===== src/rtl/i2s_clk_ctrl.sv =====
// i2s_clk_ctrl: master-mode bit/word clock generator and stereo sample
// sequencer for the i2s_tx serializer. It holds one L/R pair, loads the left
// word at each ws rise and the right word at each ws fall, so neither data
// output changes while the serializer is shifting it.
module i2s_clk_ctrl #(
    parameter int unsigned AUDIO_DW = 8,
    parameter int unsigned SCK_DIV  = 4
) (
    input  logic                clk_i,
    input  logic                rst_i,
    input  logic                en_i,
    input  logic                s_valid_i,
    input  logic [AUDIO_DW-1:0] s_l_i,
    input  logic [AUDIO_DW-1:0] s_r_i,
    output logic                s_ready_o,
    output logic                sck_o,
    output logic                ws_o,
    output logic [AUDIO_DW-1:0] l_data_o,
    output logic [AUDIO_DW-1:0] r_data_o,
    output logic                busy_o,
    output logic                underrun_o,
    output logic [7:0]          underrun_cnt_o
);

    localparam int unsigned DIV_W = (SCK_DIV > 1) ? $clog2(SCK_DIV) : 1;
    localparam int unsigned BIT_W = $clog2(AUDIO_DW);
    localparam int unsigned CNT_W = 8;
    localparam logic [DIV_W-1:0] DIV_LAST = DIV_W'(SCK_DIV - 1);
    localparam logic [BIT_W-1:0] BIT_LAST = BIT_W'(AUDIO_DW - 1);

    typedef enum logic [1:0] {
        ST_IDLE  = 2'd0,
        ST_RUN   = 2'd1,
        ST_DRAIN = 2'd2
    } state_e;

    state_e              state_q;
    logic [DIV_W-1:0]    div_cnt_q, div_cnt_d;
    logic [BIT_W-1:0]    bit_cnt_q, bit_cnt_d;
    logic                sck_q;
    logic                ws_q;
    logic                busy_q;
    logic                ready_q;
    logic [AUDIO_DW-1:0] hold_l_q, hold_r_q;
    logic [AUDIO_DW-1:0] r_pend_q;
    logic [AUDIO_DW-1:0] l_data_q, r_data_q;
    logic                underrun_q;
    logic [CNT_W-1:0]    underrun_cnt_q;

    logic                active_c, sck_tick_c, sck_fall_c;
    logic                ws_tgl_c, ws_rise_c, ws_fall_c;
    logic                start_load_c, drain_end_c;
    logic                l_upd_c, r_upd_c, consume_c, xfer_c;
    logic [AUDIO_DW-1:0] pend_l_c, pend_r_c;

    // Event decode: divider terminal count, sck falling edge, word boundary.
    assign active_c     = (state_q != ST_IDLE);
    assign sck_tick_c   = active_c && (div_cnt_q == DIV_LAST);
    assign sck_fall_c   = sck_tick_c && sck_q;
    assign ws_tgl_c     = sck_fall_c && (bit_cnt_q == BIT_LAST);
    assign ws_rise_c    = ws_tgl_c && !ws_q;
    assign ws_fall_c    = ws_tgl_c && ws_q;
    assign start_load_c = (state_q == ST_IDLE) && en_i;
    assign drain_end_c  = (state_q == ST_DRAIN) && ws_fall_c && !en_i;
    assign l_upd_c      = start_load_c || ws_rise_c;
    assign r_upd_c      = start_load_c || (ws_fall_c && !drain_end_c);
    assign consume_c    = l_upd_c && !ready_q;
    assign xfer_c       = s_valid_i && ready_q;
    assign pend_l_c     = ready_q ? '0 : hold_l_q;
    assign pend_r_c     = ready_q ? '0 : hold_r_q;

    // Free-running divider and bit counter next values.
    always_comb begin
        div_cnt_d = div_cnt_q + DIV_W'(1);
        bit_cnt_d = bit_cnt_q;
        if (sck_tick_c) begin
            div_cnt_d = '0;
        end
        if (sck_fall_c) begin
            bit_cnt_d = (bit_cnt_q == BIT_LAST) ? '0 : bit_cnt_q + BIT_W'(1);
        end
    end

    // Run/drain sequencing and clock outputs.
    always_ff @(posedge clk_i or posedge rst_i) begin
        if (rst_i) begin
            state_q   <= ST_IDLE;
            div_cnt_q <= '0;
            bit_cnt_q <= '0;
            sck_q     <= 1'b0;
            ws_q      <= 1'b0;
            busy_q    <= 1'b0;
        end else begin
            case (state_q)
                ST_IDLE: begin
                    div_cnt_q <= '0;
                    bit_cnt_q <= '0;
                    sck_q     <= 1'b0;
                    ws_q      <= 1'b0;
                    if (en_i) begin
                        state_q <= ST_RUN;
                        busy_q  <= 1'b1;
                    end
                end
                ST_RUN: begin
                    div_cnt_q <= div_cnt_d;
                    bit_cnt_q <= bit_cnt_d;
                    sck_q     <= sck_q ^ sck_tick_c;
                    ws_q      <= ws_q ^ ws_tgl_c;
                    if (!en_i) begin
                        state_q <= ST_DRAIN;
                    end
                end
                ST_DRAIN: begin
                    if (drain_end_c) begin
                        state_q   <= ST_IDLE;
                        busy_q    <= 1'b0;
                        div_cnt_q <= '0;
                        bit_cnt_q <= '0;
                        sck_q     <= 1'b0;
                        ws_q      <= 1'b0;
                    end else begin
                        div_cnt_q <= div_cnt_d;
                        bit_cnt_q <= bit_cnt_d;
                        sck_q     <= sck_q ^ sck_tick_c;
                        ws_q      <= ws_q ^ ws_tgl_c;
                        if (en_i) begin
                            state_q <= ST_RUN;
                        end
                    end
                end
                default: begin
                    state_q <= ST_IDLE;
                    busy_q  <= 1'b0;
                end
            endcase
        end
    end

    // Holding register, word loads and underrun accounting.
    always_ff @(posedge clk_i or posedge rst_i) begin
        if (rst_i) begin
            ready_q        <= 1'b1;
            hold_l_q       <= '0;
            hold_r_q       <= '0;
            r_pend_q       <= '0;
            l_data_q       <= '0;
            r_data_q       <= '0;
            underrun_q     <= 1'b0;
            underrun_cnt_q <= '0;
        end else begin
            underrun_q <= 1'b0;
            if (consume_c) begin
                ready_q <= 1'b1;
            end else if (xfer_c) begin
                ready_q  <= 1'b0;
                hold_l_q <= s_l_i;
                hold_r_q <= s_r_i;
            end
            if (l_upd_c) begin
                l_data_q <= pend_l_c;
                r_pend_q <= pend_r_c;
                if (ready_q) begin
                    underrun_q <= 1'b1;
                    if (underrun_cnt_q != '1) begin
                        underrun_cnt_q <= underrun_cnt_q + CNT_W'(1);
                    end
                end
            end
            // The start load forwards the freshly selected right word directly.
            if (r_upd_c) begin
                r_data_q <= start_load_c ? pend_r_c : r_pend_q;
            end
        end
    end

    assign s_ready_o      = ready_q;
    assign sck_o          = sck_q;
    assign ws_o           = ws_q;
    assign l_data_o       = l_data_q;
    assign r_data_o       = r_data_q;
    assign busy_o         = busy_q;
    assign underrun_o     = underrun_q;
    assign underrun_cnt_o = underrun_cnt_q;

endmodule


===== config.mk =====
export PLATFORM = sky130hd
export DESIGN_NAME = i2s_clk_ctrl
export DESIGN_NICKNAME = d
export VERILOG_FILES = /design/src/rtl/i2s_clk_ctrl.sv
export SDC_FILE = /design/constraint.sdc
export NUM_CORES = 1
export LEC_CHECK = 0
export CAP_MARGIN = 20
export CORE_MARGIN = 2
export CORE_UTILIZATION = 40
export CTS_CLUSTER_DIAMETER = 80
export DETAILED_ROUTE_END_ITERATION = 6
export PLACE_DENSITY = 0.61
export SYNTH_ARGS = -nofsm -noshare
export SYNTH_HDL_FRONTEND = slang
export SYNTH_SLANG_ARGS = --single-unit

===== constraint.sdc =====
create_clock -name clk_i -period 3.17 [get_ports clk_i]
set_clock_uncertainty 0.1 [all_clocks]
set_input_delay 0.634 -clock clk_i [delete_from_list [all_inputs] [get_ports clk_i]]
set_output_delay 0.634 -clock clk_i [all_outputs]
set_load 0.1 [all_outputs]

==> key figures <==
Placement
  – Placed wire-length estimate after detailed placement: roughly 3.6 mm
  – Number of cells after detailed placement: 368
  – Dpl ws: 622.8 ps
  – Routability cong.: 0.8039
  – Port Buffer Count: 48

Global routing
  – Total grt overflow: 0
  – Initial antenna violation count: 0
  – Global-route wire length before repair: 8.976 mm
  – Via count of the first global-routing pass: 1880
  – Largest net degree at the start of global routing: 33
  – Total GRT Usage: 0.1571

Synth
  – Nets in the synthesized netlist: about 280
  – Area of the mapped netlist: 0.002706 mm²
  – Synth async-reset ratio: 1.000
  – Mean cell area of the mapped netlist: 10.87 µm²
  – Cell type with the highest aggregate area in the netlist: sky130_fd_sc_hd__dfrtp_1
  – Yosys top cell area share: 0.5455
  – Synth area leaders: sky130_fd_sc_hd__dfrtp_1 55%, sky130_fd_sc_hd__mux2_2 6.7%, sky130_fd_sc_hd__ha_1 5.5%
  – Post-synthesis sequential area ratio: 0.5552
  – Count of different cell masters after synthesis: 38
  – Commonest register cell after synthesis: sky130_fd_sc_hd__dfrtp_1
  – Number of instances in the synthesized netlist: 249
  – Post-synth EDFFs: 0
  – Yosys warnings: 0
  – Flip-flop and latch count after synthesis: 60

Layout
  – Antenna diode count: 0
  – Fraction of final layout cells with drive strength greater than 1: 0.2150
  – Layout-stage area growth over the synthesis result: 25.06%
  – Post-layout instance count excluding filler cells: about 380
  – Post-layout net count: between 300 and 400

Clock tree
  – Number of buffers created by CTS: 9
  – Max clock buf depth: 2
  – Number of cells upsized or downsized after cts: 0
  – CTS HTree Levels: 3
  – Clk slew on worst S/H paths: 60 ps
  – Clock net sink count: 60
  – Post-CTS Repair Setup Buffers: 0
  – Clk_lat worst skew: 320 ps
  – TritonCTS clock tree: done
  – CTS root buf: sky130_fd_sc_hd__clkbuf_8
  – CTS hold repair buffers: 0

Timing
  – Post-route fraction of the period consumed by the critical path: 0.8097
  – Unrepaired setup endpoints after global routing: no
  – Final worst slack: 603.2 ps
  – Max-slew violation count: 0
  – Max_slew headroom: 0.5743
  – Time the worst path needs with I/O delays and setup: 2567 ps
  – Number of hold violations in the final report: 0
  – Transition time at the pin with the least slew margin: about 640 ps
  – Final setup viols: 0
  – Max Clk Rate: 0.3896 GHz
  – Hold slack final: 380.5 ps
  – Setup_tns: 0 ps

Critical path
  – CP Data Required Time: between 3000 and 4000 ps
  – Arrival time reported for the critical path endpoint: 2680 ps
  – Crit path kind: reg2reg
  – Largest fanout on the critical path: 6
  – Endpoint kind of the worst setup timing path: flop
  – Startpoint kind of the worst setup timing path: flop

Flow run
  – Max-cap violations: 0

Floorplan
  – Core area: 0.006459 mm²
  – I/O pin count: a little under 50
  – Die Outline Area: 0.007440 mm²
  – Width of the chip: about 86 µm
  – # rows: 29
  – Effective utilization at floorplan: 0.4190
  – Die height: 86.26 µm

Drt
  – Per-cell routed wire length: 13.31 µm
  – Drt drc: 0
  – DR vias/cell: 4.810
  – DR iter-0 viols: 88
  – Detailed-route wire length: 5.112 mm
  – First-pass DRT Iterations: 6
  – Number of nets with antenna violations after detailed routing: 0
  – Count of vias placed by the detailed router: 1847

Status
  – Status: finished clean

Hold path
  – Worst min-delay path category: reg2reg
==> registers in the layout, indices dropped and copies added, names as in the netlist <==
signal	count
hold_l_q	8
hold_r_q	8
ws_o	1
div_cnt_q	2
s_ready_o	1
r_data_o	8
bit_cnt_q	3
underrun_cnt_o	8
r_pend_q	8
l_data_o	8
underrun_o	1
busy_o	1
sck_o	1
state_q	2
==> final timing paths <==
path                            depth (start not counted)  slack [ps]                 to   startpoint
min in group asynchronous                               2         600        r_data_o[7]        rst_i
max in group asynchronous                               3        1700          s_ready_o        rst_i
worst min register to register                          2         380        r_data_o[2]  r_data_o[2]
worst min-delay path                                    2         380        r_data_o[2]  r_data_o[2]
worst max-delay path                                   10         600  underrun_cnt_o[4]   state_q[0]
worst max register to register                         10         600  underrun_cnt_o[4]   state_q[0]
==> cell usage in the layout, fill, tap and decap left out, types with 3 or more instances in the layout <==
| cell type | n |
|---|---|
| sky130_fd_sc_hd__a22o_1 | 3 |
| sky130_fd_sc_hd__mux2_2 | 16 |
| sky130_fd_sc_hd__nand3_1 | 6 |
| sky130_fd_sc_hd__ha_1 | 12 |
| sky130_fd_sc_hd__clkbuf_8 | 9 |
| sky130_fd_sc_hd__dfrtp_1 | 59 |
| sky130_fd_sc_hd__o21a_1 | 3 |
| sky130_fd_sc_hd__buf_4 | 31 |
| sky130_fd_sc_hd__mux2i_1 | 4 |
| sky130_fd_sc_hd__clkdlybuf4s50_1 | 19 |
| sky130_fd_sc_hd__clkbuf_1 | 5 |
| sky130_fd_sc_hd__inv_1 | 3 |
| sky130_fd_sc_hd__nand2_1 | 31 |
| sky130_fd_sc_hd__nand2b_1 | 19 |
| sky130_fd_sc_hd__nor2_1 | 18 |
| sky130_fd_sc_hd__a21oi_1 | 11 |
| sky130_fd_sc_hd__nor2b_1 | 3 |
| sky130_fd_sc_hd__o21ai_0 | 25 |
==> synthesized netlist by cell type (2+ instances only) <==
master and number:
sky130_fd_sc_hd__a22o_1 3, sky130_fd_sc_hd__nor2b_1 3, sky130_fd_sc_hd__o21ai_0 25, sky130_fd_sc_hd__nor2_1 18, sky130_fd_sc_hd__clkbuf_1 5, sky130_fd_sc_hd__mux2_2 16
sky130_fd_sc_hd__ha_1 12, sky130_fd_sc_hd__nand3_1 6, sky130_fd_sc_hd__buf_2 4, sky130_fd_sc_hd__a21o_1 2, sky130_fd_sc_hd__and2_1 2, sky130_fd_sc_hd__o21a_1 3
sky130_fd_sc_hd__nor3_1 2, sky130_fd_sc_hd__dfrtp_1 59, sky130_fd_sc_hd__o31ai_1 2, sky130_fd_sc_hd__nand2b_1 19, sky130_fd_sc_hd__inv_1 4, sky130_fd_sc_hd__mux2i_1 4
sky130_fd_sc_hd__a21oi_1 11, sky130_fd_sc_hd__nand2_1 31
==> routing by layer <==
metal  vias up  GRT usage  routed length [µm]
li1        956          -                   -
met1       852     0.2085                2487
met4         0    0.06392                  63
met2        34     0.2375                2312
met5         -          0                   0
met3         5    0.05333                 249
==> worst max-delay path: stages (launching register included) <==
cell	delay, ps
sky130_fd_sc_hd__dfrtp_1	420
sky130_fd_sc_hd__inv_1	130
sky130_fd_sc_hd__ha_1	310
sky130_fd_sc_hd__nor2b_1	100
sky130_fd_sc_hd__ha_1	200
sky130_fd_sc_hd__and2_1	160
sky130_fd_sc_hd__ha_1	210
sky130_fd_sc_hd__a21oi_2	220
sky130_fd_sc_hd__nor2_1	110
sky130_fd_sc_hd__and3_1	200
sky130_fd_sc_hd__mux2_4	290
==> cells by family after synthesis <==
| group | after synthesis | share of synthesized area |
|---|---|---|
| multiplexers | 22 | 0.09107 |
| buffers and inverters | 13 | 0.01988 |
| AO/OA/AOI/OAI | 52 | 0.1147 |
| flip-flops | 60 | 0.5553 |
| AND/OR/NAND/NOR | 88 | 0.1572 |
| adder cells (fa/ha/maj) | 12 | 0.05548 |
| XOR/XNOR | 2 | 0.006474 |
==> stage by stage <==
step | cell area, µm² | utilization
4_1_cts | 3385 | 0.5240
5_1_grt | 3385 | 0.5240
6_report | 3385 | 0.5240
3_5_place_dp | 3207 | 0.4965
3_3_place_gp | 3207 | 0.4965
2_1_floorplan | 2706 | -
==> area by class of cell <==
class                           count  area, µm²
Fill cell                         606       3074
Clock inverter                      2      35.03
Timing Repair Buffer               51      442.9
Tap cell                           77      96.34
Clock buffer                       14      142.6
Multi-Input combinational cell    176       1150
Sequential cell                    60       1503
Inverter                            4      15.01
Power is left out: the tool's default activity adds up to more than one toggle a clock period on the data nets, which glitch-free logic cannot reach.
==> edit 1 (same settings) <==
Change the parameter `AUDIO_DW` from 8 to 16.
--- a/src/rtl/i2s_clk_ctrl.sv
+++ b/src/rtl/i2s_clk_ctrl.sv
@@ -4,5 +4,5 @@
 // output changes while the serializer is shifting it.
 module i2s_clk_ctrl #(
-    parameter int unsigned AUDIO_DW = 8,
+    parameter int unsigned AUDIO_DW = 16,
     parameter int unsigned SCK_DIV  = 4
 ) (
Interface: changed (resized l_data_o, r_data_o, s_l_i and s_r_i); port bits go from 49 to 81. The function was not compared with the original's and may differ.
==> edit 1 against the original RTL <==
- first-iteration DRC count is 9.1% lower
- non-clock buffer count is 36 higher
- sequential cell count is 41 higher
- synthesized area up 65%
- final area increased by 62%
- setup slack lost 0.087 ns
- wire length is 69% higher
Power is left out: the tool's default activity adds up to more than one toggle a clock period on the data nets, which glitch-free logic cannot reach.
==> edit 1: results (changes against the original RTL) <==
Yosys
  • Adder-Cell Fraction of Synth Area: 3.09% (-2.5 points)
  • Sequential share of the synthesized area: 56.7% (+1.2 points)
  • Complex-gate fraction of the synthesized area: 11.5% (+0.063 points)
  • Synth Area in XOR/XNOR: 0.982% (+0.33 points)
  • Post-synthesis mux area share: 8.81% (-0.30 points)
  • Synthesized flop and latch total: 101 (+68%)
  • Netlist cell types: 39 (+2.6%)
  • Area contributors post-synth: dfrtp_1 56%, mux2_2 8.3%, nand2b_1 4.8%
  • Synth cell count leaders: 100 x dfrtp_1, 54 x nand2_1, 34 x nand2b_1, 34 x o21ai_0, 33 x mux2_2
  • Syn_nets: 458 (+63%)

Placed design
  • Detailed placer's ending HPWL: 5.98 mm (+64%)
  • Pre-CTS WS: 0.522 ns (-0.101 ns)
  • RePlAce Congestion: 0.765 (-4.9%)
  • IO Port Bufs: 80 (+67%)

Drt
  • Initial DRT Pass Iterations: 4 (-2)
  • Mean number of vias per cell: 4.86 (+1.0%)
  • Metal-1 WL: 4.10 mm (+65%)
  • Total length of routed met3 wires: 408 um (+64%)
  • Drt wl/cell: 13.6 um (+2.4%)
  • Routed wl met2: 3.97 mm (+72%)
  • Drt initial violations: 80 (-9.1%)

Finish
  • Clock buffers: 11 (-3)
  • Multi-input combinational area share: 32.5% (-1.5 points)
  • Clk cell area share: 3.91% (-1.3 points)
  • #MultiIn Comb: 283 (+61%)
  • Fraction of area in non-clock buffers: 13.9% (+0.84 points)
  • Fill cell count: 1007 (+66%)
  • Non-clock buffers: 87 (+71%)
  • Post-layout nets: 535 (+60%)
  • Seq. cell area: 2530 um^2 (+68%)
  • Inverters: 6 (+2)

Critical path
  • CP Max Fanout: 44 (+38)
  • Max incr delay on CP: 0.44 ns (+0.02 ns)

GRT
  • GR Util All Layers: 15.8% (+0.14 points)
  • First-pass GRT wire length: 14.7 mm (+64%)
  • Vias in the first global route: 3017 (+60%)
  • Largest net degree at the start of global routing: 61 (+85%)
  • GRT met3 Usage: 3.91% (-1.4 points)
  • Met1 Usage GRT: 21.6% (+0.74 points)

Clocking
  • Clk slew on worst S/H paths: 0.10 ns (+0.04 ns)

Timing
  • Worst-margin pin slew: 0.631 ns (-0.00682 ns)

Run status
  • Status: finished, final reports clean

Hold path
  • HP Class: reg2reg
-- edit 1: worst max-delay path, delay by kind of cell (launching register included) --
family          cells  cell delay (ns)
compound gates      2             0.53
flops               1             0.44
buf+inv             2             0.36
fa+ha+maj           3             0.81
simple gates        3             0.26
-- edit 1: worst paths after layout --
kind | startpoint | endpoint | slack, ns
worst max-delay path | state_q[0] | r_pend_q[3] | 0.52
worst min-delay path | r_pend_q[2] | r_pend_q[2] | 0.39
worst max register to register | state_q[0] | r_pend_q[3] | 0.52
worst min register to register | r_pend_q[2] | r_pend_q[2] | 0.39
max in group asynchronous | rst_i | hold_l_q[2] | 1.86
min in group asynchronous | rst_i | underrun_cnt_o[3] | 0.43
-- edit 1: stage by stage --
step                hold WS, ns  instances  instance area [um^2]
floorplan                 0.350        411                  4460
global placement          0.360        617                  5280
detailed placement        0.370        617                  5280
CTS                       0.392        633                  5500
global route              0.416        633                  5500
finish                    0.388        633                  5500
==> edit 2 (config.mk and constraints unchanged) <==
Without the edit above. Re-encode `state_e` (3 states) as one-hot, 3 bits wide.
--- a/src/rtl/i2s_clk_ctrl.sv
+++ b/src/rtl/i2s_clk_ctrl.sv
@@ -29,8 +29,8 @@
     localparam logic [BIT_W-1:0] BIT_LAST = BIT_W'(AUDIO_DW - 1);
 
-    typedef enum logic [1:0] {
-        ST_IDLE  = 2'd0,
-        ST_RUN   = 2'd1,
-        ST_DRAIN = 2'd2
+    typedef enum logic [2:0] {
+        ST_IDLE  = 3'b001,
+        ST_RUN   = 3'b010,
+        ST_DRAIN = 3'b100
     } state_e;
 
Formal check against the unedited RTL: no difference found for any inputs over 10 cycles, from zero or initial values and one cycle with rst_i high; not proved beyond that.
==> edit 2 against the original RTL <==
- setup slack got worse by 0.054 ns
- wire length is 3.4% higher
- cell count grew 1.6%
- sequential cell count grew 1
- synthesized area is 2.0% higher
- critical path depth down 2
- maximum frequency down 2.1%
- final area decreased by 0.52%
Power is left out: the tool's default activity adds up to more than one toggle a clock period on the data nets, which glitch-free logic cannot reach.
==> edit 2: results (changes against the original RTL) <==
Critical path
  • Crit-path slowest cell: dfstp_2
  • R2R setup slack: 0.55 ns (-0.05 ns)
  • RR Endpoint: r_pend_q[0]
  • CP Launch Point: state_q[0]
  • Top delay family on crit path: simple AND/OR/NAND/NOR gates
  • CP Max Fanout: 22 (+16)

GRT
  • First-pass GRT wire length: 8.85 mm (-1.5%)
  • Met1 Usage GRT: 22.1% (+1.3 points)
  • Largest net degree at the start of global routing: 28 (-15%)
  • Vias in the first global route: 1807 (-3.9%)
  • GR Util met2: 21.6% (-2.2 points)

Drt
  • Routed Wire Length: 5.28 mm (+3.4%)
  • Metal-1 WL: 2.63 mm (+5.7%)
  • Initial DRT Pass Iterations: 4 (-2)
  • Drt initial violations: 114 (+30%)
  • Total length of routed met3 wires: 273 um (+9.6%)

Timing
  • Worst-margin pin slew: 0.710 ns (+0.0721 ns)
  • Hold slack final: 0.379 ns (-0.00124 ns)

Yosys
  • Area contributors post-synth: dfrtp_1 53%, nand2_1 6.7%, mux2_2 6.5%
  • Syn_nets: 283 (+0.71%)
  • Synth cell count leaders: 59 x dfrtp_1, 49 x nand2_1, 18 x o21ai_0, 16 x mux2_2, 15 x nor2_1
  • Sequential share of the synthesized area: 55.4% (-0.13 points)
  • Netlist cell types: 46 (+21%)

Finish
  • Post-layout nets: 333 (-0.30%)
  • Cell Count, Final, Fillers Out: 390 (+1.6%)
  • Fill cell count: 626 (+3.3%)

Placed design
  • Detailed placer's ending HPWL: 3.70 mm (+1.5%)
  • RePlAce Congestion: 0.769 (-4.3%)
  • Placed insts: 375 (+1.9%)

Run status
  • Status: finished, final reports clean

Hold path
  • Hold Path End: r_pend_q[1]
edit 2: cell type report:
cell class | count | area (um^2) | area share (%)
timing repair buffer | 51 | 430 | 12.8
clock inverter | 2 | 10.0 | 0.297
multi-input combinational | 176 | 1120 | 33.3
tap | 80 | 100 | 2.97
clock buffer | 13 | 149 | 4.42
inverter | 7 | 26.3 | 0.780
sequential | 61 | 1530 | 45.4
edit 2: cell families (layout without fill, tap and decap cells):
family                     Yosys count  in the layout  share of synthesized area (%)
and+or+nand+nor                     96             96                           16.1
DFF                                 61             61                           55.4
AOI/OAI and AO/OA                   50             50                           11.9
adders and majority gates            7              7                           3.17
xor gates and xnor gates             2              2                          0.635
buffers and inverters               19             73                           4.03
muxes                               21             21                           8.70
edit 2: per-stage QoR:
stage                     util [%]  setup WS (ns)  instance area [um^2]
after global routing          50.1          0.338                  3370
after detailed placement      47.7          0.520                  3210
after global placement        47.7          0.567                  3210
final                         50.1          0.549                  3370
after CTS                     50.1          0.512                  3370
after floorplan                  -          0.718                  2760
